==> src/rtl/psum_acc_act.sv <==
// psum_acc_act: row-wise partial-sum accumulator with bias add, saturation and activation.
//
// Accumulates CIN channel passes of ROW_LEN signed partial sums into an on-chip row buffer.
// After the last channel pass it drains the row: each entry gets the bias added, is
// saturated to DW bits, goes through the activation and leaves via a valid/ready port.
//
// Ports:
//   clk, rst_n             clock (rising edge), asynchronous active-low reset
//   psum_i/psum_valid/     partial-sum input stream (accepted only while accumulating)
//   psum_ready
//   bias_i/bias_load       per-output-channel bias, captured only while accumulating
//   data_o/valid_o/ready_i activated result stream
//   row_done               one-cycle pulse on the last output handshake of a row
//
// Build option: define PSUM_ACC_RELU_EN to clamp negative results to zero (ReLU).
// Without it the saturated result passes through unchanged.
module psum_acc_act #(
  parameter int unsigned DW      = 32,
  parameter int unsigned FW      = 8,
  parameter int unsigned ROW_LEN = 56,
  parameter int unsigned CIN     = 64,
  parameter int unsigned ACC_W   = 40
) (
  input  logic          clk,
  input  logic          rst_n,
  input  logic [DW-1:0] psum_i,
  input  logic          psum_valid,
  output logic          psum_ready,
  input  logic [DW-1:0] bias_i,
  input  logic          bias_load,
  output logic [DW-1:0] data_o,
  output logic          valid_o,
  input  logic          ready_i,
  output logic          row_done
);

  localparam int unsigned PW = (ROW_LEN > 1) ? $clog2(ROW_LEN) : 1;
  localparam int unsigned CW = (CIN > 1) ? $clog2(CIN) : 1;
  localparam logic [PW-1:0] PLast = PW'(ROW_LEN - 1);
  localparam logic [CW-1:0] CLast = CW'(CIN - 1);
  // Partial sums and bias share the same fixed-point format, so no alignment shift.
  localparam int unsigned BiasShift = FW - FW;

  typedef enum logic [0:0] {StAcc, StDrain} state_e;

  state_e        state_q, state_d;
  logic [PW-1:0] p_q, p_d;
  logic [CW-1:0] c_q, c_d;
  logic [PW-1:0] q_q, q_d;
  logic [DW-1:0] bias_q, bias_d;
  logic [DW-1:0] data_q, data_d;
  logic          valid_q, valid_d;

  // Row buffer; no reset needed since the first channel pass overwrites every entry.
  logic [ACC_W-1:0] acc_mem_q [ROW_LEN];

  // Accumulate path
  logic             acc_we;
  logic [ACC_W-1:0] psum_ext;
  logic [ACC_W-1:0] acc_old;
  logic [ACC_W:0]   acc_sum;
  logic [ACC_W-1:0] acc_wr;

  assign psum_ready = (state_q == StAcc);
  assign acc_we     = psum_valid && psum_ready;
  assign psum_ext   = ACC_W'($signed(psum_i));
  assign acc_old    = acc_mem_q[p_q];

  always_comb begin
    if (c_q == '0) begin
      acc_sum = {psum_ext[ACC_W-1], psum_ext};
    end else begin
      acc_sum = {acc_old[ACC_W-1], acc_old} + {psum_ext[ACC_W-1], psum_ext};
    end
    // Overflow when the two top bits of the widened sum disagree.
    if (acc_sum[ACC_W] != acc_sum[ACC_W-1]) begin
      acc_wr = acc_sum[ACC_W] ? {1'b1, {(ACC_W-1){1'b0}}} : {1'b0, {(ACC_W-1){1'b1}}};
    end else begin
      acc_wr = acc_sum[ACC_W-1:0];
    end
  end

  always_ff @(posedge clk) begin
    if (acc_we) begin
      acc_mem_q[p_q] <= acc_wr;
    end
  end

  // Drain path: ld_idx is the entry loaded into data_o this cycle (if a load happens).
  logic [PW-1:0]  ld_idx;
  logic [ACC_W-1:0] rd_val;
  logic [ACC_W:0] bias_ext;
  logic [ACC_W:0] res_sum;
  logic           res_fits;
  logic [DW-1:0]  res_sat;
  logic [DW-1:0]  res_act;

  assign ld_idx   = (valid_q && (q_q != PLast)) ? q_q + PW'(1) : q_q;
  assign rd_val   = acc_mem_q[ld_idx];
  assign bias_ext = (ACC_W + 1)'($signed(bias_q));
  assign res_sum  = (ACC_W + 1)'($signed(rd_val)) + (bias_ext <<< BiasShift);
  // Fits in DW when every bit from the DW sign bit upward matches.
  assign res_fits = (&res_sum[ACC_W:DW-1]) || !(|res_sum[ACC_W:DW-1]);

  always_comb begin
    if (res_fits) begin
      res_sat = res_sum[DW-1:0];
    end else begin
      res_sat = res_sum[ACC_W] ? {1'b1, {(DW-1){1'b0}}} : {1'b0, {(DW-1){1'b1}}};
    end
`ifdef PSUM_ACC_RELU_EN
    res_act = res_sat[DW-1] ? '0 : res_sat;
`else
    res_act = res_sat;
`endif
  end

  // Next-state logic
  always_comb begin
    state_d = state_q;
    p_d     = p_q;
    c_d     = c_q;
    q_d     = q_q;
    bias_d  = bias_q;
    data_d  = data_q;
    valid_d = valid_q;
    unique case (state_q)
      StAcc: begin
        if (bias_load) begin
          bias_d = bias_i;
        end
        if (acc_we) begin
          if (p_q == PLast) begin
            p_d = '0;
            if (c_q == CLast) begin
              c_d     = '0;
              state_d = StDrain;
            end else begin
              c_d = c_q + CW'(1);
            end
          end else begin
            p_d = p_q + PW'(1);
          end
        end
      end
      StDrain: begin
        // Load a new result when the output slot is empty or being consumed.
        if (!valid_q || ready_i) begin
          if (valid_q && (q_q == PLast)) begin
            valid_d = 1'b0;
            q_d     = '0;
            state_d = StAcc;
          end else begin
            data_d  = res_act;
            valid_d = 1'b1;
            if (valid_q) begin
              q_d = q_q + PW'(1);
            end
          end
        end
      end
      default: state_d = StAcc;
    endcase
  end

  always_ff @(posedge clk or negedge rst_n) begin
    if (!rst_n) begin
      state_q <= StAcc;
      p_q     <= '0;
      c_q     <= '0;
      q_q     <= '0;
      bias_q  <= '0;
      data_q  <= '0;
      valid_q <= 1'b0;
    end else begin
      state_q <= state_d;
      p_q     <= p_d;
      c_q     <= c_d;
      q_q     <= q_d;
      bias_q  <= bias_d;
      data_q  <= data_d;
      valid_q <= valid_d;
    end
  end

  assign data_o   = data_q;
  assign valid_o  = valid_q;
  assign row_done = (state_q == StDrain) && valid_q && ready_i && (q_q == PLast);

endmodule

==> config.mk <==
export PLATFORM = sky130hd
export DESIGN_NAME = psum_acc_act
export DESIGN_NICKNAME = d
export VERILOG_FILES = /design/src/rtl/psum_acc_act.sv
export SDC_FILE = /design/constraint.sdc
export NUM_CORES = 2
export LEC_CHECK = 0
export ABC_CLOCK_PERIOD_IN_PS = 21600
export CORE_MARGIN = 2
export CORE_UTILIZATION = 45
export DETAILED_ROUTE_END_ITERATION = 10
export DONT_BUFFER_PORTS = 1
export RECOVER_POWER = 100
export SYNTH_ARGS = -nofsm -noshare
export SYNTH_HDL_FRONTEND = slang
export SYNTH_SLANG_ARGS = --single-unit
==> constraint.sdc <==
create_clock -name clk -period 21.6 [get_ports clk]
set_input_delay 2.16 -clock clk [delete_from_list [all_inputs] [get_ports clk]]
set_output_delay 2.16 -clock clk [all_outputs]
set_load 0.02 [all_outputs]
# Word level (Yosys, flattened, before mapping)
# Memory sizes are Yosys's and may differ from the RTL's.
# Cells that the tools add are included.
dict set report totals {
  reg_bits 84
  mem_bits_rw 2240
  in_bits 69
  out_inout_bits 35
  word_cells 58
  n_memories 1
}
# name words width rd rd_clocked_by_memory_dff wr line_no
set mem_list {}
lappend mem_list {acc_mem_q 56 40 2 0 1 55} ;# logic [ACC_W-1:0] acc_mem_q [ROW_LEN];
dict set report op_classes {
  n_addsub 5
  eq_ne 5
  muxes 18
  bitwise 2
  reduce_logical 20
}
# operator n
set ops {}
lappend ops {{40-bit by 32-bit adder with 41-bit output} 2}
lappend ops {{40-bit 2-to-1 mux} 2}
lappend ops {{32-bit 2-to-1 mux} 2}
lappend ops {{41-bit 2-to-1 mux} 1}
lappend ops {{6-bit 2-to-1 mux} 5}
lappend ops {{6-bit by 1-bit adder with 6-bit output (second input constant)} 3}
lappend ops {{6-bit equality test (second input constant)} 3}
lappend ops {{10-bit AND reduction} 1}
lappend ops {{10-bit OR reduction} 1}
lappend ops {{3-bit AND reduction} 3}
lappend ops {{1-bit 2-to-1 mux} 7}
lappend ops {{1-bit logical AND} 6}
lappend ops {{6-bit logical NOT} 1}
lappend ops {{6-bit inequality test (second input constant)} 1}
lappend ops {{2-bit AND reduction} 3}
lappend ops {{1-bit logical NOT} 2}
lappend ops {{1-bit logical OR} 2}
lappend ops {{1-bit NOT} 2}
lappend ops {{1-bit one-hot mux with 2 select lines} 1}
lappend ops {{2-bit nonzero test} 1}
lappend ops {{1-bit inequality test} 1}

# Longest topological paths before layout
# An unclocked memory read counts as a cell.
dict set report depth {
  word_depth 9
  depth_mapped 27
  ltp_nobuf 23
}

# Least setup slack after synthesis
# Ideal clock, no wire load.
dict set report synth_timing {
  path_type {flip-flop to flip-flop}
  startpoint {reg p_q[0]}
  endpoint {mem acc_mem_q[0][16], data pin}
  setup_ps 657
  arrival_ps 7226
  t_required_ps 20943
  slack_ps 13717
  path_stages_with_launch 22
  path_buffers 4
  period_less_slack_ps 7883
  cell_sequence {dfrtp_1 clkbuf_1 nor3b_1 clkbuf_1 clkbuf_1 clkbuf_1 a22oi_1 nand4_1 a221o_1 ha_1 inv_1 fa_1 nor2b_1 o21a_1 o21ai_0 o21ai_2 a21oi_2 a21oi_2 a41oi_1 nor3b_1 a31oi_1 a211oi_1}
}
dict set report synth_between {
  elab_chain_len 5
  word_cells_on_any_way 6
  cone_classes {1 x add/sub; 1 x eq/ne; 3 x mux; 1 x memory}
}
# item line_no
set synth_rtl {}
lappend synth_rtl {{start: declaration} 47} ;# logic [PW-1:0] p_q, p_d;
lappend synth_rtl {{start signal: assignment} 177} ;# p_q <= p_d;
lappend synth_rtl {{memory 56 x 40 bit *} --}
lappend synth_rtl {{40-bit by 32-bit adder with 41-bit output *} 73} ;# acc_sum = {acc_old[ACC_W-1], acc_old} + {psum_ext[ACC_W-1], psum_ext};
lappend synth_rtl {{41-bit 2-to-1 mux *} 70} ;# if (c_q == '0) begin
lappend synth_rtl {{40-bit 2-to-1 mux / 1-bit inequality test (equally long branches)} {77, 76}}
lappend synth_rtl {{40-bit 2-to-1 mux *} 76} ;# if (acc_sum[ACC_W] != acc_sum[ACC_W-1]) begin
lappend synth_rtl {{named net acc_wr[16]} 62} ;# logic [ACC_W-1:0] acc_wr;
lappend synth_rtl {{end: declaration} 55}
# Mark *: on every way through the listed nets, which the timed path passes. The rest lies on a longest branch.

# Final worst setup path
dict set report layout_timing {
  startpoint {reg p_q[2]}
  endpoint {mem acc_mem_q[16][20], data pin}
}
# Same word-level chain as after synthesis.

==> flow_summary_export.csv <==
group,metric,value,unit
routing,drt-initial-drc-count,10800,
grt,use_met2,48.3,%
sta,setup_tns,0,ns
layout,utilization,50.2,%
critical_path,start_kind,"flop",
sta,finalHoldViolCount,0,
synth,syn_area,108000,µm²
critical_path,required,22.17,ns
routing,viasPerCell,7.30,
floorplan,std_cell_rows,179,
power,ir_drop,370,µV
floorplan,dieArea,244000,µm²
clock_network,cts_max_level,4,
run_status,status,"finished with violations",
place,dp.final_hpwl,222,mm
critical_path,arrival,16.10,ns
synth,ys_ff_latch,2324,
critical_path,worstPathCellList,"nand2_1 > nor2_4 > clkbuf_1 > clkbuf_1 > a22oi_1 > nand4_1 > nor2_1 > a41oi_1 > a21oi_1 > o21ai_0 > ha_1 > nand3_1 > o21ai_0 > o31ai_1 > a21oi_1 > a41oi_1 > nor3b_1 > nand3_1 > nor2_1 > a221o_2",
layout,drive_above_1_share,18.7,%
floorplan,die_h,494,µm
routing,dr.pass1.iters,6,
synth,synthFlopType,"edfxtp_1",
hold_path,hold_class,"reg -> reg",
sta,tightest_slew,5.81,ns
floorplan,ioPinCount,104,
place,gp_congestion,0.931,
sta,rsz0062_at_grt,"false",
synth,ys_types,89,
grt,grt_max_degree,118,
sta,maxSlewViolCount,3608,
clock_network,holdBufCountCts,0,
grt,grt_pass1_wl,554,mm
floorplan,die_w,494,µm
power,pwr_density_cell,209,nW/µm²
clock_network,cts_root_buf,"clkbuf_16",
synth,ys_seq_area_share,64.3,%
critical_path,crit_type,"reg -> reg",
sta,fmax,64.4,MHz
floorplan,start_util,45.3,%
power,internal_power,15.1,mW
synth,syn_avg_cell_area,16.3,µm²
clock_network,clock_latency,0.93,ns
clock_network,cts_buffer_depth,3,
layout,nets,6713,
clock_network,cts-buffers-inserted,229,
sta,finalCritPeriodShare,71.9,%
layout,fin_area,120000,µm²
synth,syn_inst,6634,
grt,grt_antenna_before_repair,15,
critical_path,crit_path_max_fanout,72,
routing,wl,401,mm
critical_path,endpoint_kind,"flop",
power,p_sw,9.89,mW
floorplan,core,238000,µm²
clock_network,cts_tree,"yes",
hold_path,min_from,"bias_q[9]$_DFFE_PN0P_",
clock_network,clkTransAtPathRegs,0.07,ns
synth,synth_enable_flop_cells,2240,
layout,fillers,19600,
grt,grt_pass1_vias,70900,
synth,async_reset_ff_share,3.61,%
grt,use_met3,9.16,%
sta,setup_viol_count_final,0,
sta,clock_skew,0.0677,ns
run_status,violations,"max-capacitance violations, max-slew violations",
layout,area_delta_synth_final,10.8,%
grt,met1_usage,42.8,%
place,port_buffers,0,
layout,multi_input_area,36400,µm²
run,maxCapViolations,141,
routing,vias,72700,
critical_path,startpoint,"p_q[2]$_DFFE_PN0P_",
grt,grtUsageTotal,32.4,%
layout,layout.cells.non_filler,9950,
clock_network,clock-sinks,2324,
grt,gr-total-overflow,0,
clock_network,post_cts_resized,0,
clock_network,post_cts_buffers,0,
critical_path,rrSetupSlack,6.07,ns
synth,synth_fp_nets,6789,
routing,detail-route-antenna-nets,0,
power,pwr-share-clk,17.0,%
power,comb_power_share,39.4,%
sta,slew_headroom,-287,%
synth,ys_warn_count,0,
routing,wire_per_inst,40.3,µm
grt,grt-busiest-layer,"met2",
routing,drc,0,
critical_path,slowest_delay,4.04,ns
layout,regArea,69400,µm²
critical_path,crit_path_top_delay_cell,"clkbuf_1",
power,power_leakage,36.8,nW
place,post_dp_cell_area,112000,µm²
power,seqPwrFrac,43.6,%
sta,min_period,15.53,ns
power,switching_share,39.6,%
place,dpl.cell_count,9494,
critical_path,reg2reg_from,"p_q[2]$_DFFE_PN0P_",
-- per-layer routing --
metal / part of all wire, % / wire length, µm
met5: 0.026 / 105
met4: 6.5 / 26000
met3: 14 / 55800
met2: 44 / 177000
met1: 36 / 142000
-- cells in the mapped netlist, types with 86 or more instances --
library cell | count | share of area (%)
nand2_1 | 114 | 0.40
o21ai_0 | 142 | 0.66
mux4_2 | 603 | 13
a22o_1 | 133 | 1.1
a221oi_1 | 134 | 1.1
mux2i_1 | 131 | 1.2
nor2b_1 | 129 | 0.75
nor2_1 | 214 | 0.74
a21oi_1 | 279 | 1.3
a211oi_1 | 129 | 0.90
nand4_1 | 180 | 1.0
buf_2 | 86 | 0.40
edfxtp_1 | 2240 | 62
a31oi_1 | 94 | 0.55
buf_1 | 95 | 0.33
clkbuf_1 | 337 | 1.2
a22oi_1 | 812 | 5.6
-- power groups by stage --
stage	combinational, mW	clock [mW]	sequential (mW)
2_1_floorplan	5.48	0	10.9
3_3_place_gp	9.59	0	10.8
3_5_place_dp	9.80	0	10.8
4_1_cts	9.81	4.27	10.7
5_1_grt	10.5	4.44	10.9
6_report	9.85	4.24	10.9
-- sequential cells by signal, indices dropped and copies added, names as in the netlist --
register / count
acc_mem_q: 2240
bias_q: 32
c_q: 6
data_o: 32
p_q: 6
q_q: 6
state_q: 1
valid_o: 1
-- stage by stage --
step / worst slack (ns) / hold WS (ns) / power, mW
after global routing: 6.11 / 0.532 / 25.8
after detailed placement: 12.11 / 0.510 / 20.6
after global placement: 12.18 / 0.504 / 20.4
after floorplan: 13.72 / 0.481 / 16.4
after CTS: 12.05 / 0.524 / 24.8
final: 6.07 / 0.520 / 25.0
-- cell families (layout without fill, tap and decap cells) --
family / after synthesis / after routing / share of synthesized area [%]
DFF: 2324 / 2324 / 64.3
AOI/OAI and AO/OA: 2000 / 2000 / 13.6
muxes: 809 / 809 / 14.6
and+or+nand+nor: 764 / 764 / 3.67
buffers and inverters: 571 / 698 / 2.23
adders and majority gates: 86 / 86 / 1.01
xor gates and xnor gates: 80 / 80 / 0.649
other: 0 / 22 / 0
-- final timing paths --
path / cells past startpoint / to
max in group asynchronous: 0 / p_q[3]$_DFFE_PN0P_
worst min-delay path: 1 / bias_q[9]$_DFFE_PN0P_
worst max register to register: 20 / acc_mem_q[16][20]$_DFFE_PP_
worst max-delay path: 20 / acc_mem_q[16][20]$_DFFE_PP_
min in group asynchronous: 0 / q_q[0]$_DFFE_PN0P_
worst min register to register: 1 / bias_q[9]$_DFFE_PN0P_
-- layout by cell type, fill, tap and decap left out, drive strengths merged, types with 132 or more instances in the layout --
cell,Yosys,routed
a22o,133,133
mux2i,132,132
a22oi,812,812
nand4,181,181
o21ai,149,149
a221oi,135,135
nor2,215,215
edfxtp,2240,2240
mux4,603,603
a21oi,283,283
clkbuf,338,381
-- cell type report --
| type | instances | area share, % |
|---|---|---|
| Antenna cell | 22 | 0.0461 |
| Timing Repair Buffer | 242 | 1.36 |
| Multi-Input combinational cell | 3739 | 30.5 |
| Clock buffer | 269 | 4.96 |
| Clock inverter | 165 | 1.73 |
| Tap cell | 3167 | 3.32 |
| Inverter | 22 | 0.0691 |
| Sequential cell | 2324 | 58.1 |
-- worst max-delay path: cells and delay by family (launching register included) --
family	cells	cell delay, ns
compound gates	9	3.30
buf+inv	2	6.22
fa+ha+maj	1	0.40
simple gates	8	4.31
flops	1	0.82
Note: power is estimated with default switching activity, not from simulation.
